## config.mk

```make
export PLATFORM = sky130hd
export DESIGN_NAME = inst_fetch
export DESIGN_NICKNAME = d
export VERILOG_FILES = /design/src/rtl/inst_fetch.sv
export SDC_FILE = /design/constraint.sdc
export NUM_CORES = 1
export LEC_CHECK = 0
export BUFFER_PORTS_ARGS = -buffer_cell sky130_fd_sc_hd__clkbuf_2
export CORE_ASPECT_RATIO = 0.9
export CORE_MARGIN = 3
export CORE_UTILIZATION = 40
export CTS_BUF_LIST = sky130_fd_sc_hd__clkbuf_8
export CTS_CLUSTER_SIZE = 24
export DETAILED_ROUTE_END_ITERATION = 7
export GPL_TIMING_DRIVEN = 1
export RECOVER_POWER = 50
export SYNTH_ARGS = -nofsm -noshare
export SYNTH_HDL_FRONTEND = slang
export SYNTH_SLANG_ARGS = --single-unit
```

## constraint.sdc

```tcl
create_clock -name clk -period 14.3 [get_ports clk]
set_input_delay 0.715 -clock clk [delete_from_list [all_inputs] [get_ports clk]]
set_output_delay 0.715 -clock clk [all_outputs]
set_load 0.005 [all_outputs]
```

## src/rtl/inst_fetch.sv

```systemverilog
// Instruction fetch front end: sequential word fetch over a req/ack memory port,
// a DEPTH-entry prefetch queue of {pc, word}, and redirect with stale-response drop.
module inst_fetch #(
   parameter int          DEPTH    = 2,
   parameter logic [31:0] RESET_PC = 32'h0000_0000
) (
   input  logic        clk,
   input  logic        rst,
   output logic        mem_req,
   output logic [31:0] mem_addr,
   input  logic        mem_ack,
   input  logic [31:0] mem_rdata,
   output logic        inst_valid,
   output logic [31:0] inst_val,
   output logic [31:0] inst_pc,
   input  logic        inst_ready,
   input  logic        redirect,
   input  logic [31:0] redirect_pc
);

   localparam int PTR_W = (DEPTH > 1) ? $clog2(DEPTH) : 1;
   localparam int CNT_W = PTR_W + 1;
   localparam logic [CNT_W-1:0] DEPTH_C = CNT_W'(DEPTH);

   typedef enum logic [0:0] {
      ST_FETCH = 1'b0,
      ST_DROP  = 1'b1
   } st_t;

   st_t              st_r, st_s;
   logic [31:0]      fetch_pc_r, fetch_pc_s;
   logic [31:0]      req_addr_r, req_addr_s;
   logic [PTR_W-1:0] rd_ptr_r, rd_ptr_s;
   logic [PTR_W-1:0] wr_ptr_r, wr_ptr_s;
   logic [CNT_W-1:0] count_r, count_s;
   logic [31:0]      q_pc_r   [DEPTH];
   logic [31:0]      q_word_r [DEPTH];

   logic             req_cond_s;
   logic             ack_s;
   logic             pop_s;
   logic             push_s;
   logic [31:0]      redir_pc_s;
   logic             unused_s;

   // Request depends only on state and occupancy; reset forces it low so memory abandons it.
   always_comb begin
      req_cond_s = (st_r == ST_DROP) || (count_r < DEPTH_C);
      mem_req    = req_cond_s && !rst;
      mem_addr   = req_addr_r;
      ack_s      = mem_req && mem_ack;
      inst_valid = (count_r != {CNT_W{1'b0}});
      inst_val   = q_word_r[rd_ptr_r];
      inst_pc    = q_pc_r[rd_ptr_r];
      pop_s      = inst_valid && inst_ready;
      redir_pc_s = {redirect_pc[31:2], 2'b00};
      unused_s   = ^redirect_pc[1:0];
   end

   // Next-state logic: redirect overrides push/pop and decides whether a stale ack must be dropped.
   always_comb begin
      st_s       = st_r;
      fetch_pc_s = fetch_pc_r;
      req_addr_s = req_addr_r;
      rd_ptr_s   = rd_ptr_r;
      wr_ptr_s   = wr_ptr_r;
      count_s    = count_r;
      push_s     = 1'b0;
      if (redirect) begin
         count_s    = {CNT_W{1'b0}};
         rd_ptr_s   = {PTR_W{1'b0}};
         wr_ptr_s   = {PTR_W{1'b0}};
         fetch_pc_s = redir_pc_s;
         if (mem_req && !mem_ack) begin
            st_s       = ST_DROP;
            req_addr_s = req_addr_r;
         end else begin
            st_s       = ST_FETCH;
            req_addr_s = redir_pc_s;
         end
      end else begin
         case (st_r)
            ST_FETCH: begin
               if (ack_s) begin
                  push_s     = 1'b1;
                  wr_ptr_s   = wr_ptr_r + PTR_W'(1);
                  fetch_pc_s = req_addr_r + 32'd4;
                  req_addr_s = req_addr_r + 32'd4;
               end else if (!mem_req) begin
                  req_addr_s = fetch_pc_r;
               end else begin
                  req_addr_s = req_addr_r;
               end
               if (pop_s) begin
                  rd_ptr_s = rd_ptr_r + PTR_W'(1);
               end else begin
                  rd_ptr_s = rd_ptr_r;
               end
               case ({push_s, pop_s})
                  2'b10:   count_s = count_r + CNT_W'(1);
                  2'b01:   count_s = count_r - CNT_W'(1);
                  default: count_s = count_r;
               endcase
            end
            ST_DROP: begin
               if (ack_s) begin
                  req_addr_s = fetch_pc_r;
                  st_s       = ST_FETCH;
               end else begin
                  st_s       = ST_DROP;
               end
            end
            default: begin
               st_s = ST_FETCH;
            end
         endcase
      end
   end

   // Control state registers.
   always_ff @(posedge clk) begin
      if (rst) begin
         st_r       <= ST_FETCH;
         fetch_pc_r <= RESET_PC;
         req_addr_r <= RESET_PC;
         rd_ptr_r   <= {PTR_W{1'b0}};
         wr_ptr_r   <= {PTR_W{1'b0}};
         count_r    <= {CNT_W{1'b0}};
      end else begin
         st_r       <= st_s;
         fetch_pc_r <= fetch_pc_s;
         req_addr_r <= req_addr_s;
         rd_ptr_r   <= rd_ptr_s;
         wr_ptr_r   <= wr_ptr_s;
         count_r    <= count_s;
      end
   end

   // Queue storage; cleared on reset so the head outputs never carry X.
   always_ff @(posedge clk) begin
      if (rst) begin
         for (int i = 0; i < DEPTH; i++) begin
            q_pc_r[i]   <= 32'h0000_0000;
            q_word_r[i] <= 32'h0000_0000;
         end
      end else if (push_s) begin
         q_pc_r[wr_ptr_r]   <= req_addr_r;
         q_word_r[wr_ptr_r] <= mem_rdata;
      end else begin
         q_pc_r[wr_ptr_r]   <= q_pc_r[wr_ptr_r];
         q_word_r[wr_ptr_r] <= q_word_r[wr_ptr_r];
      end
   end

endmodule
```

# ---- After elaboration in Yosys (flattened, before gate mapping)
# Memory sizes are Yosys's and may differ from the RTL's. A register that Yosys moved wholly into a read port is not among the register bits.
# Cells that the tools add are included.
dict set report op_classes {
  n_shift 0
  n_mux 39
  bitwise_logic 3
  n_div 0
  magnitude_cmp 1
  eq_ne 7
  n_reduce_logical 19
  multipliers 0
  add_sub_neg 5
}
# op n
set ops {}
lappend ops {{$mux W32} 12}
lappend ops {{$pmux W32 S2} 1}
lappend ops {{$reduce_or A32 Y1} 2}
lappend ops {{$add A32 B3 Y32 const B} 1}
lappend ops {{$mux W1} 25}
lappend ops {{$reduce_and A2 Y1} 5}
lappend ops {{$reduce_bool A2 Y1} 3}
lappend ops {{$logic_and A1 B1 Y1} 4}
lappend ops {{$ne A2 B2 Y1 const B} 2}
lappend ops {{$ne A4 B4 Y1 const B} 1}
lappend ops {{$pmux W2 S2} 1}
lappend ops {{$ne A3 B2 Y1 const B} 1}
lappend ops {{$reduce_and A3 Y1} 1}
lappend ops {{$add A1 B1 Y1 const B} 2}
lappend ops {{$add A2 B1 Y2 const B} 1}
lappend ops {{$eq A2 B1 Y1 const B} 1}
lappend ops {{$eq A2 B2 Y1 const B} 1}
lappend ops {{$logic_not A1 Y1} 2}
lappend ops {{$lt A2 B2 Y1 const B} 1}
lappend ops {{$or A1 B1 Y1} 2}
lappend ops {{$reduce_or A2 Y1} 1}
lappend ops {{$sub A2 B1 Y2 const B} 1}
lappend ops {{$logic_or A1 B1 Y1} 1}
lappend ops {{$ne A0 B0 Y1} 1}
lappend ops {{$not A1 Y1} 1}
dict set report totals {
  output_inout_bits 98
  in_bits 69
  ff_bits 69
  word_cells 83
  mem_bits_ro 0
  memories 2
  latch_bits 0
  ramBits 128
}
# memory words word_bits rd rd_clocked_by_memory_dff write_ports line
set memory_table {}
lappend memory_table {q_pc_r 2 32 1 1 2 36} ;# logic [31:0] q_pc_r [DEPTH];
lappend memory_table {q_word_r 2 32 1 1 2 37} ;# logic [31:0] q_word_r [DEPTH];

# ---- Longest topological paths before layout
# Gate-level depths: netlist (run 1).
dict set report logic_depth {
  word_depth 16
  depth_mapped 9
  ltp_nobuf 7
}

# ---- Worst setup path after synthesis (run 1)
# Ideal clock, no wire load.
dict set report synth_path {
  kind {input to register}
  start {input port rst}
  end {memory q_pc_r[0][0] (enable)}
  setup_slack_ns 7.566
  setup_time_ns 0.575
  stages 6
  t_required_ns 13.725
  n_path_buf 3
  arrival_ns 6.159
  path_cell_list {clkbuf_8 -> nor4b_2 -> nand2_1 -> clkbuf_8 -> clkbuf_1 -> o21ai_0}
}
# element line
set synth_rtl {}
lappend synth_rtl {{from (decl)} 8} ;# input logic rst,
lappend synth_rtl {{to (decl)} 36}

==> results.md, run 1 <==
- Clk Latency, worst-skew pair: 0.47 ns
- Path class of the lowest-slack min-delay path: reg2reg
- Count of final hold-check violations: 0
- Total buffers and inverters traversed by the critical path: 5
- Maximum net fanout on the critical path: 61
- Top area cells in the synthesized netlist: sky130_fd_sc_hd__edfxtp_1, sky130_fd_sc_hd__dfxtp_1, sky130_fd_sc_hd__mux2_2, sky130_fd_sc_hd__and3_1, sky130_fd_sc_hd__and2_1
- Pin slew with the least headroom to its limit: 3.80 ns
- Launch point of the worst reg-to-reg path: st_r
- Post-CTS sizing: 0
- Number of pins with negative max-slew slack in the final report: 189
- Global routing usage summed across all routing layers: 18.6%
- Initial DRC Count: 483
- Syn-to-layout area delta: 14.6%
- Chip height: 149 µm
- Netlist area before placement: 0.00910 mm²
- Synth area leader: sky130_fd_sc_hd__edfxtp_1
- Fraction of layout instances using a drive strength above 1: 28.9%
- Flop-to-flop setup slack: 9.74 ns
- Endpoint of the worst setup timing path: q_pc_r[0][6]
- Width of the die: 165 µm
- Most Frequent Cell on Critical Path: sky130_fd_sc_hd__clkbuf_1
- Post-layout nets: 989
- Most instantiated cells after synthesis: sky130_fd_sc_hd__edfxtp_1, sky130_fd_sc_hd__and3_1, sky130_fd_sc_hd__dfxtp_1
- Number of routed nets with antenna violations: 0
- Share of synthesized area occupied by flip-flops and latches: 57.6%
- # clock sinks: 198
- Post CTS Setup Buffer Count: 0
- Period minus WS final: 5.10 ns
- Worst VDD drop: 0.0677 mV
- Top-area cell type share of the netlist area: 42.2%
- Final worst clock skew: 0.0176 ns
- Setup CP Type: in2reg
- Slew Limit Headroom: -153%
- Setup crit end kind: flip-flop
- Average vias per placed instance: 5.42
- Std-Cell Core Area: 0.0220 mm²
- Kind of start point of the critical path: input port
- Worst stage delay on the critical path: 1.49 ns
- Post-CTS Hold Fix Bufs: 0
- Final Cycle Share: 35.7%
- Instance count after placement with tap cells included: 1190
- Initial DRT Pass Iterations: 5
- Number of flops mapped to enable cells by yosys: 128
- Total negative slack for setup checks: 0 ns
- Average cell area after synthesis: 11.5 µm²
- Syn Nets: 860
- Clock buffers created by TritonCTS: 17
- Total number of vias: 6631
- FF-to-FF End: fetch_pc_r[23]
- Number of antenna violations at the first check in global routing: 1
- Async set-reset flop share out of synthesis: 0%
- Warnings from Yosys: 0
- Synthesized instance count: 789
- First-pass GRT wire length: 35600 µm
- Num rows: 51
- Detail Placement HPWL: 13900 µm
- Final cell count without fillers: 1224
- CP Depth: 8
- Via count of the first global-routing pass: 6402
- Number of endpoints failing setup at the final stage: 0
- Cell with the biggest individual delay on the critical path: sky130_fd_sc_hd__clkbuf_1
- Logic depth of the worst register-to-register path: 5
- Top-level port count: 167
- Result of the run: finished with violations
- Leading cell type by number of instances after synthesis: sky130_fd_sc_hd__edfxtp_1
- Static leakage: 4.24 nW
- Clock tree from TritonCTS: done
- Max H-tree Level: 4
- Cell area power density: 109 mW/mm²
- DRC violation count after routing: 0
- Average detailed-routed wire length per instance: 18.7 µm
- Quantity of I/O buffers inserted on ports: 164
- CP arrival: 5.34 ns
- RSZ-0062 raised after global routing: no
- Upper clock frequency limit: 196 MHz
- Max cap viols: 3
- Post-synth cell types: 63
- Main synth FF type: sky130_fd_sc_hd__edfxtp_1
- Launching instance or port of the critical path: redirect
- Register bit count reported by yosys: 198
- Gp weighted congestion: 0.817
- Total congestion overflow after global routing: 0
- Largest net degree at the start of global routing: 81
- Total wirelength of the detailed-routed design: 22900 µm
- Deepest clock path buffer count: 2
- Violated checks: max-capacitance violations, max-slew violations
- Starting density of the core: 41.3%
- CTS Root Buffer Type: sky130_fd_sc_hd__clkbuf_8
- WP data required: 14.54 ns
- Area enclosed by the die boundary: 0.0246 mm²
- Cells along the critical path: clkbuf_2 -> clkbuf_1 -> inv_1 -> nand2_1 -> clkbuf_1 -> nor2_4 -> buf_4 -> and2_2
- Family of cells with the greatest summed delay on the critical path: buffers and inverters
- Clk slew on worst S/H paths: 0.11 ns
## per-stage QoR
| stage | utilization (%) | area (µm²) | hold slack, ns | setup slack (ns) | total power, mW |
|---|---|---|---|---|---|
| 2_1_floorplan | - | 9100 | 0.437 | 7.57 | 0.739 |
| 3_3_place_gp | 45.8 | 10100 | 0.442 | 10.96 | 0.792 |
| 6_report | 47.4 | 10400 | 0.464 | 9.20 | 1.13 |
| 4_1_cts | 47.5 | 10500 | 0.465 | 11.46 | 1.14 |
| 5_1_grt | 47.4 | 10400 | 0.485 | 8.83 | 1.18 |
| 3_5_place_dp | 45.8 | 10100 | 0.451 | 10.97 | 0.793 |
## placed cells by master, fill, tap and decap left out, types with 14 or more instances in the layout
cell	count
sky130_fd_sc_hd__dfxtp_1	68
sky130_fd_sc_hd__clkbuf_8	17
sky130_fd_sc_hd__a21oi_1	40
sky130_fd_sc_hd__and3_1	76
sky130_fd_sc_hd__and2_1	66
sky130_fd_sc_hd__o21ai_0	40
sky130_fd_sc_hd__mux2_2	64
sky130_fd_sc_hd__edfxtp_1	128
sky130_fd_sc_hd__clkbuf_1	22
sky130_fd_sc_hd__nor2_1	38
sky130_fd_sc_hd__xnor2_1	14
sky130_fd_sc_hd__nor3_1	14
sky130_fd_sc_hd__clkbuf_2	146
sky130_fd_sc_hd__nand2_1	31
## cells by family after synthesis
logic type                 count (synthesis)  share of synthesized area, %
DFF                                      198                          57.6
and+or+nand+nor                          285                          18.0
muxes                                     68                          8.36
buffers and inverters                     73                          4.00
xor gates and xnor gates                  24                          2.31
adders and majority gates                  2                         0.275
AOI/OAI and AO/OA                        139                          9.40
## where the power goes
part,switching [mW],internal [mW]
registers,0.0247,0.639
logic,0.0666,0.0483
clock network,0.224,0.131
total,0.315,0.819
## cell type report
| class | count | area, µm² |
|---|---|---|
| Clock inverter | 15 | 149 |
| Multi-Input combinational cell | 518 | 3530 |
| Fill cell | 2072 | 11600 |
| Sequential cell | 198 | 5250 |
| Clock buffer | 17 | 234 |
| Antenna cell | 2 | 5.00 |
| Inverter | 6 | 22.5 |
| Tap cell | 291 | 364 |
| Timing Repair Buffer | 177 | 877 |
## layer usage
layer | vias up | wire length (µm) | share of wire [%] | track usage (%)
met5 | - | 0 | 0 | 0
met4 | 0 | 212 | 0.93 | 5.12
met3 | 15 | 1510 | 6.6 | 4.36
met2 | 209 | 10600 | 46 | 28.6
met1 | 3225 | 10600 | 46 | 26.4
li1 | 3182 | - | - | -
## worst reg2reg max path: stages (launching register included)
cell and delay [ns]:
sky130_fd_sc_hd__dfxtp_1 0.43, sky130_fd_sc_hd__or4b_1 0.62, sky130_fd_sc_hd__nor2_4 0.12, sky130_fd_sc_hd__clkbuf_1 2.45
sky130_fd_sc_hd__o21ai_0 0.62, sky130_fd_sc_hd__o21ai_0 0.25
## flip-flops by register name (all words and copies together) (netlist names), named ones only
name and cells:
q_word_r 64, wr_ptr_r 1, q_pc_r 64, mem_addr 32
st_r 1, rd_ptr_r 1, count_r 2, fetch_pc_r 32
## how the worst min path moves through the flow
stage | startpoint | slack [ns] | cells past startpoint | endpoint
4_1_cts | fetch_pc_r[1] | 0.47 | 2 | fetch_pc_r[1]
2_1_floorplan | fetch_pc_r[0] | 0.44 | 2 | fetch_pc_r[0]
3_3_place_gp | fetch_pc_r[0] | 0.44 | 2 | fetch_pc_r[0]
3_5_place_dp | fetch_pc_r[1] | 0.45 | 2 | fetch_pc_r[1]
6_report | fetch_pc_r[1] | 0.46 | 2 | fetch_pc_r[1]
5_1_grt | mem_rdata[26] | 0.48 | 2 | q_word_r[0][26]
Power figures use the tool's default switching activity.
==> run 2, diff against run 1 <==
Settings changed: ABC_AREA from default to 1.
Clock period 14.3 ns to 4.2 ns, I/O delays scaled along.
==> run 2 against run 1 <==
Net effect: the flow now finishes without violations; first-iteration DRC count rose by 48%; worst hold slack got worse by 0.43 ns; die area rose by 3.1%; flip-flop and latch count did not move; clock power rose to 3.5 times the previous value; synthesized area rose by 3.2%; final cell count rose by 21%; count of clock-buffer cells in the layout did not move; utilization fell by 0.44 points; sequential power rose to 3.4 times the previous value.
==> results.md, run 2 <==
- Clock buffers created by TritonCTS: 17 (unchanged)
- Most frequent cells in the layout: sky130_fd_sc_hd__nand2_1, sky130_fd_sc_hd__nor2_1, sky130_fd_sc_hd__inv_1 (was sky130_fd_sc_hd__clkbuf_2, sky130_fd_sc_hd__edfxtp_1, sky130_fd_sc_hd__and3_1)
- Setup crit end kind: flip-flop (unchanged)
- Count of final hold-check violations: 0 (unchanged)
- Cell area power density: 366 mW/mm² (was 109 mW/mm²)
- Total wirelength of the detailed-routed design: 23400 µm (was 22900 µm)
- Number of flops mapped to enable cells by yosys: 128 (unchanged)
- Period minus WS final: 2.89 ns
- Average detailed-routed wire length per instance: 15.8 µm (was 18.7 µm)
- Largest registers: q_pc_r x64, q_word_r x64 (unchanged)
- Fraction of layout instances using a drive strength above 1: 22.4% (was 28.9%)
- Setup CP Type: reg2reg (was in2reg)
- Chip height: 151 µm (was 149 µm)
- Clk Latency, worst-skew pair: 0.48 ns (was 0.47 ns)
- # clock sinks: 198 (unchanged)
- Register bit count reported by yosys: 198 (unchanged)
- Post-CTS Hold Fix Bufs: 0 (unchanged)
- Detail Placement HPWL: 15600 µm (was 13900 µm)
- Global routing usage summed across all routing layers: 18.2% (was 18.6%)
- Syn-to-layout area delta: 13.8% (was 14.6%)
- Top-level port count: 167 (unchanged)
- Synthesized instance count: 1027 (was 789)
- Clk slew on worst S/H paths: 0.12 ns (was 0.11 ns)
- Post CTS Setup Buffer Count: 0 (unchanged)
- Average cell area after synthesis: 9.15 µm² (was 11.5 µm²)
- Post-layout nets: 1244 (was 989)
- Final worst clock skew: 0.0161 ns (was 0.0176 ns)
- Hold slack final: 0.0330 ns (was 0.464 ns)
- WP data required: 4.35 ns (was 14.54 ns)
- Total Power Consumption: 3.92 mW (was 1.13 mW)
- Gp weighted congestion: 0.875 (was 0.817)
- CTS Root Buffer Type: sky130_fd_sc_hd__clkbuf_8 (unchanged)
- Kind of start point of the critical path: flip-flop (was input port)
- Number of pins with negative max-slew slack in the final report: 0 (was 189)
- Worst stage delay on the critical path: 0.59 ns (was 1.49 ns)
- Via count of the first global-routing pass: 6674 (was 6402)
- Post-CTS sizing: 0 (unchanged)
- RSZ-0062 raised after global routing: no (unchanged)
- Upper clock frequency limit: 345 MHz
- Std-Cell Core Area: 0.0228 mm² (was 0.0220 mm²)
- Initial DRT Pass Iterations: 5 (unchanged)
- Pin slew with the least headroom to its limit: 1.15 ns (was 3.80 ns)
- Initial DRC Count: 713 (was 483)
- Instance count after placement with tap cells included: 1451 (was 1190)
- Top-area cell type share of the netlist area: 40.9% (was 42.2%)
- CP arrival: 3.05 ns (was 5.34 ns)
- Syn Nets: 1098 (was 860)
- Main synth FF type: sky130_fd_sc_hd__edfxtp_1 (unchanged)
- Number of antenna diodes: 0 (was 2)
- Deepest clock path buffer count: 2 (unchanged)
- Number of endpoints failing setup at the final stage: 0 (unchanged)
- First-pass GRT wire length: 36000 µm (was 35600 µm)
- Instance area after placement: 0.0104 mm² (was 0.0101 mm²)
- Max H-tree Level: 4 (unchanged)
- Fillers: 2282 (was 2072)
- Final Cycle Share: 68.9%
- Path class of the lowest-slack min-delay path: in2reg (was reg2reg)
- Largest net degree at the start of global routing: 65 (was 81)
- Total negative slack for setup checks: 0 ns (unchanged)
- Top area cells in the synthesized netlist: sky130_fd_sc_hd__edfxtp_1, sky130_fd_sc_hd__dfxtp_1, sky130_fd_sc_hd__mux2_2, sky130_fd_sc_hd__nand2_1, sky130_fd_sc_hd__nor2_1 (was sky130_fd_sc_hd__edfxtp_1, sky130_fd_sc_hd__dfxtp_1, sky130_fd_sc_hd__mux2_2, sky130_fd_sc_hd__and3_1, sky130_fd_sc_hd__and2_1)
- DRC violation count after routing: 0 (unchanged)
- Static leakage: 4.76 nW (was 4.24 nW)
- Worst VDD drop: 0.222 mV (was 0.0677 mV)
- Total number of vias: 7140 (was 6631)
- Post-synth cell types: 30 (was 63)
- Leading cell type by number of instances after synthesis: sky130_fd_sc_hd__nand2_1 (was sky130_fd_sc_hd__edfxtp_1)
- Share of synthesized area occupied by flip-flops and latches: 55.8% (was 57.6%)
- Async set-reset flop share out of synthesis: 0% (unchanged)
- Quantity of I/O buffers inserted on ports: 164 (unchanged)
- Warnings from Yosys: 0 (unchanged)
- Result of the run: complete, no violations (was finished with violations)
- Number of routed nets with antenna violations: 0 (unchanged)
- Area enclosed by the die boundary: 0.0254 mm² (was 0.0246 mm²)
- Family of cells with the greatest summed delay on the critical path: simple AND/OR/NAND/NOR gates (was buffers and inverters)
- Number of antenna violations at the first check in global routing: 0 (was 1)
- Netlist area before placement: 0.00939 mm² (was 0.00910 mm²)
- Maximum net fanout on the critical path: 50 (was 61)
- Starting density of the core: 41.3% (about the same)
- Final cell count without fillers: 1483 (was 1224)
- Max cap viols: 0 (was 3)
- Total buffers and inverters traversed by the critical path: 3 (was 5)
- Total congestion overflow after global routing: 0 (unchanged)
- Leading cell type in the layout, fill and taps excluded: sky130_fd_sc_hd__nand2_1 (was sky130_fd_sc_hd__clkbuf_2)
- Clock tree from TritonCTS: done (unchanged)
- Fin area: 0.0107 mm² (was 0.0104 mm²)
- Average vias per placed instance: 4.81 (was 5.42)
- Slew Limit Headroom: 23.4% (was -153%)
- Cells along the critical path: inv_1 -> o21ai_0 -> nor2_4 -> nand2_1 -> inv_4 -> nand2_1 -> nand2_1 -> buf_12 (was clkbuf_2 -> clkbuf_1 -> inv_1 -> nand2_1 -> clkbuf_1 -> nor2_4 -> buf_4 -> and2_2)
- Most Frequent Cell on Critical Path: sky130_fd_sc_hd__nand2_1 (was sky130_fd_sc_hd__clkbuf_1)
- Most instantiated cells after synthesis: sky130_fd_sc_hd__nand2_1, sky130_fd_sc_hd__nor2_1, sky130_fd_sc_hd__inv_1 (was sky130_fd_sc_hd__edfxtp_1, sky130_fd_sc_hd__and3_1, sky130_fd_sc_hd__dfxtp_1)
- Width of the die: 168 µm (was 165 µm)
- Cell with the biggest individual delay on the critical path: sky130_fd_sc_hd__nand2_1 (was sky130_fd_sc_hd__clkbuf_1)
- Num rows: 52 (was 51)
- Synth area leader: sky130_fd_sc_hd__edfxtp_1 (unchanged)
[run 2: changes by cell type after synthesis, moves of 14 or more]
| cell | delta |
|---|---|
| sky130_fd_sc_hd__clkbuf_1 | -38 |
| sky130_fd_sc_hd__nor3_1 | -14 |
| sky130_fd_sc_hd__inv_1 | +139 |
| sky130_fd_sc_hd__nor2_2 | +28 |
| sky130_fd_sc_hd__nand2_1 | +159 |
| sky130_fd_sc_hd__nand3_1 | +62 |
| sky130_fd_sc_hd__and3_1 | -76 |
| sky130_fd_sc_hd__nor2_1 | +126 |
| sky130_fd_sc_hd__xnor2_1 | -14 |
| sky130_fd_sc_hd__and2_1 | -67 |
[run 2: area by class of cell]
class	instances	area (µm²)	area share, %
multi-input cells	633	3210	30.1
flip-flops and latches	198	5250	49.1
clock inverters	15	174	1.63
well taps	297	372	3.48
repair buffers	172	877	8.21
inverters	151	569	5.33
clock buffers	17	234	2.19
[run 2: worst reg2reg max path, stage by stage (launching register included)]
cell                      delay (ns)
sky130_fd_sc_hd__dfxtp_1        0.32
sky130_fd_sc_hd__inv_1          0.10
sky130_fd_sc_hd__o21ai_0        0.22
sky130_fd_sc_hd__nor2_4         0.19
sky130_fd_sc_hd__nand2_1        0.29
sky130_fd_sc_hd__inv_4          0.37
sky130_fd_sc_hd__nand2_1        0.12
sky130_fd_sc_hd__nand2_1        0.59
sky130_fd_sc_hd__buf_12         0.37
[run 2: kinds of logic after synthesis]
| group | after synthesis | synth area share (%) |
|---|---|---|
| adder cells (fa/ha/maj) | 2 | 0.266 |
| flip-flops | 198 | 55.8 |
| buffers and inverters | 196 | 9.24 |
| XOR/XNOR | 9 | 0.839 |
| AND/OR/NAND/NOR | 475 | 21.4 |
| multiplexers | 64 | 7.67 |
| AO/OA/AOI/OAI | 83 | 4.78 |
[run 2: per-layer routing]
metal | global-route usage (%) | up-vias | share of wire (%) | wire [µm]
li1 | - | 3596 | - | -
met3 | 3.76 | 18 | 5.9 | 1390
met5 | 0 | - | 0 | 0
met2 | 27.2 | 244 | 44 | 10200
met4 | 4.46 | 0 | 1.2 | 287
met1 | 27.1 | 3282 | 49 | 11500
[run 2: where the power goes]
part | internal (mW) | leakage (nW) | total [mW] | switching (mW)
registers | 2.17 | 1.91 | 2.24 | 0.0710
logic | 0.165 | 2.64 | 0.434 | 0.269
clock network | 0.454 | 0.202 | 1.24 | 0.783
[run 2: final timing paths]
kind	startpoint	endpoint	cells after the start	slack [ns]
worst max-delay path	count_r[1]	q_pc_r[1][22]	8	1.31
worst min-delay path	mem_rdata[2]	q_word_r[0][2]	3	0.03
worst max register to register	count_r[1]	q_pc_r[1][22]	8	1.31
worst min register to register	fetch_pc_r[1]	mem_addr[1]	2	0.49
[run 2: metrics by stage]
stage | util, % | worst slack [ns]
after floorplan | - | 1.28
after global placement | 45.6 | 1.56
after detailed placement | 45.6 | 1.53
after CTS | 47.4 | 1.87
after global routing | 46.9 | 1.06
final | 46.9 | 1.31
==> run 3, diff against run 2 <==
Clock period 4.2 ns to 2.65 ns, I/O delays scaled along.
==> run 3 against run 2 <==
Net effect: the flow now finishes with violations (max-capacitance violations, max-slew violations); flip-flop and latch count unchanged; count of clock-buffer cells in the layout unchanged; combinational power rose by 74%; clock skew about the same; final area grew 5.8%; total power up 60%; setup slack lost 0.91 ns; die area is the same; clock power grew 59%; sequential share of layout area is 2.7 points lower.
==> results.md, run 3 (same netlist as run 2, synthesis figures left out) <==
- Result of the run: finished with violations (was complete, no violations)
- Violated checks: max-capacitance violations, max-slew violations
- Upper clock frequency limit: 444 MHz (was 345 MHz)
- Cell with the biggest individual delay on the critical path: sky130_fd_sc_hd__dfxtp_1 (was sky130_fd_sc_hd__nand2_1)
- Clk slew on worst S/H paths: 0.11 ns (was 0.12 ns)
- Total wirelength of the detailed-routed design: 23500 µm (was 23400 µm)
- CTS Root Buffer Type: sky130_fd_sc_hd__clkbuf_8 (unchanged)
- Total number of vias: 7349 (was 7140)
- Fraction of layout instances using a drive strength above 1: 21.2% (was 22.4%)
- Pin slew with the least headroom to its limit: 1.51 ns (was 1.15 ns)
- Clock buffers created by TritonCTS: 17 (unchanged)
- Chip height: 151 µm (unchanged)
- Kind of start point of the critical path: flip-flop (unchanged)
- Initial DRC Count: 606 (was 713)
- Most frequent cells in the layout: sky130_fd_sc_hd__nand2_1, sky130_fd_sc_hd__nor2_1, sky130_fd_sc_hd__inv_1 (unchanged)
- Period minus WS final: 2.25 ns (was 2.89 ns)
- Average detailed-routed wire length per instance: 15.3 µm (was 15.8 µm)
- # clock sinks: 198 (unchanged)
- Total negative slack for setup checks: 0 ns (unchanged)
- Std-Cell Core Area: 0.0228 mm² (unchanged)
- Post-layout nets: 1303 (was 1244)
- Post CTS Setup Buffer Count: 0 (unchanged)
- Setup CP Type: reg2reg (unchanged)
- Post-CTS sizing: 0 (unchanged)
- Count of final hold-check violations: 0 (unchanged)
- Hold slack final: 0.0368 ns (was 0.0330 ns)
- Largest registers: q_pc_r x64, q_word_r x64 (unchanged)
- Worst stage delay on the critical path: 0.40 ns (was 0.59 ns)
- Setup crit end kind: flip-flop (unchanged)
- Cell area power density: 556 mW/mm² (was 366 mW/mm²)
- Number of routed nets with antenna violations: 0 (unchanged)
- Total buffers and inverters traversed by the critical path: 2 (was 3)
- Fin area: 0.0113 mm² (was 0.0107 mm²)
- Final worst clock skew: 0.0166 ns (was 0.0161 ns)
- Initial DRT Pass Iterations: 7 (was 5)
- Fin util: 49.6% (was 46.9%)
- Largest net degree at the start of global routing: 65 (unchanged)
- Maximum net fanout on the critical path: 64 (was 50)
- Family of cells with the greatest summed delay on the critical path: simple AND/OR/NAND/NOR gates (unchanged)
- Max cap viols: 1 (was 0)
- Final Cycle Share: 85.0% (was 68.9%)
- Max H-tree Level: 4 (unchanged)
- Quantity of I/O buffers inserted on ports: 164 (unchanged)
- Total congestion overflow after global routing: 0 (unchanged)
- Gp weighted congestion: 0.850 (was 0.875)
- Width of the die: 168 µm (unchanged)
- Number of pins with negative max-slew slack in the final report: 30 (was 0)
- WP data required: 2.78 ns (was 4.35 ns)
- Worst VDD drop: 0.310 mV (was 0.222 mV)
- Leading cell type in the layout, fill and taps excluded: sky130_fd_sc_hd__nand2_1 (unchanged)
- Starting density of the core: 41.3% (unchanged)
- Global routing usage summed across all routing layers: 18.3% (was 18.2%)
- Static leakage: 5.00 nW (was 4.76 nW)
- First-pass GRT wire length: 36400 µm (was 36000 µm)
- Fillers: 2223 (was 2282)
- Deepest clock path buffer count: 2 (unchanged)
- Slew Limit Headroom: -0.467% (was 23.4%)
- Average vias per placed instance: 4.77 (was 4.81)
- Detail Placement HPWL: 15600 µm (about the same)
- Syn-to-layout area delta: 20.3% (was 13.8%)
- Number of antenna violations at the first check in global routing: 0 (unchanged)
- Instance area after placement: 0.0105 mm² (was 0.0104 mm²)
- Area enclosed by the die boundary: 0.0254 mm² (unchanged)
- Path class of the lowest-slack min-delay path: in2reg (unchanged)
- DRC violation count after routing: 0 (unchanged)
- Clk Latency, worst-skew pair: 0.47 ns (was 0.48 ns)
- Cells along the critical path: o21ai_0 -> nor2_4 -> nand2_4 -> inv_4 -> nand2_1 -> nand2_2 -> buf_12 (was inv_1 -> o21ai_0 -> nor2_4 -> nand2_1 -> inv_4 -> nand2_1 -> nand2_1 -> buf_12)
- Number of antenna diodes: 0 (unchanged)
- Via count of the first global-routing pass: 6916 (was 6674)
- Total Power Consumption: 6.28 mW (was 3.92 mW)
- CP arrival: 2.39 ns (was 3.05 ns)
- Clock tree from TritonCTS: done (unchanged)
- RSZ-0062 raised after global routing: no (unchanged)
- Number of endpoints failing setup at the final stage: 0 (unchanged)
- Num rows: 52 (unchanged)
- Top-level port count: 167 (unchanged)
-- run 3: worst paths after layout --
| path | startpoint | to | slack (ns) | cells past startpoint |
|---|---|---|---|---|
| worst max register to register | st_r | q_pc_r[0][14] | 0.40 | 7 |
| worst max-delay path | st_r | q_pc_r[0][14] | 0.40 | 7 |
| worst min-delay path | redirect_pc[5] | fetch_pc_r[5] | 0.04 | 5 |
| worst min register to register | fetch_pc_r[0] | mem_addr[0] | 0.48 | 2 |
-- run 3: final cells by class --
cell class | count | area [µm²] | area share [%]
Clock buffer | 17 | 234 | 2.07
Tap cell | 297 | 372 | 3.29
Inverter | 151 | 569 | 5.04
Timing Repair Buffer | 231 | 1480 | 13.1
Sequential cell | 198 | 5250 | 46.4
Multi-Input combinational cell | 633 | 3230 | 28.6
Clock inverter | 15 | 171 | 1.52
-- run 3: worst register-to-register path, delay by kind of cell, from the launching register on --
family / cells / cell delay, ns
compound gates: 1 / 0.25
flops: 1 / 0.40
buf+inv: 2 / 0.60
simple gates: 4 / 0.65
-- run 3: report_power, final --
group	leakage (nW)	internal (mW)	switching (mW)
Clock	0.207	0.725	1.24
Combinational	2.88	0.316	0.441
Sequential	1.91	3.45	0.112
Total	5.00	4.49	1.79
-- run 3: timing repair --
item | CTS | global route
setup endpoints to repair | 0 | 0
endpoints found under the hold margin | 87 | 0
hold buffers | 54 | 0
-- run 3: metrics by stage --
| step | worst slack, ns | instances |
|---|---|---|
| after floorplan | 0.351 | 1027 |
| after global placement | 0.648 | 1456 |
| after detailed placement | 0.622 | 1456 |
| after CTS | 0.506 | 1542 |
| after global routing | 0.225 | 1542 |
| final | 0.397 | 1542 |
-- run 3: layer usage --
metal	global-route usage (%)	up-vias	wire, µm
met1	26.5	3376	11600
met2	28.0	232	10200
li1	-	3714	-
met3	3.71	27	1370
met4	5.03	0	422
met5	0	-	0
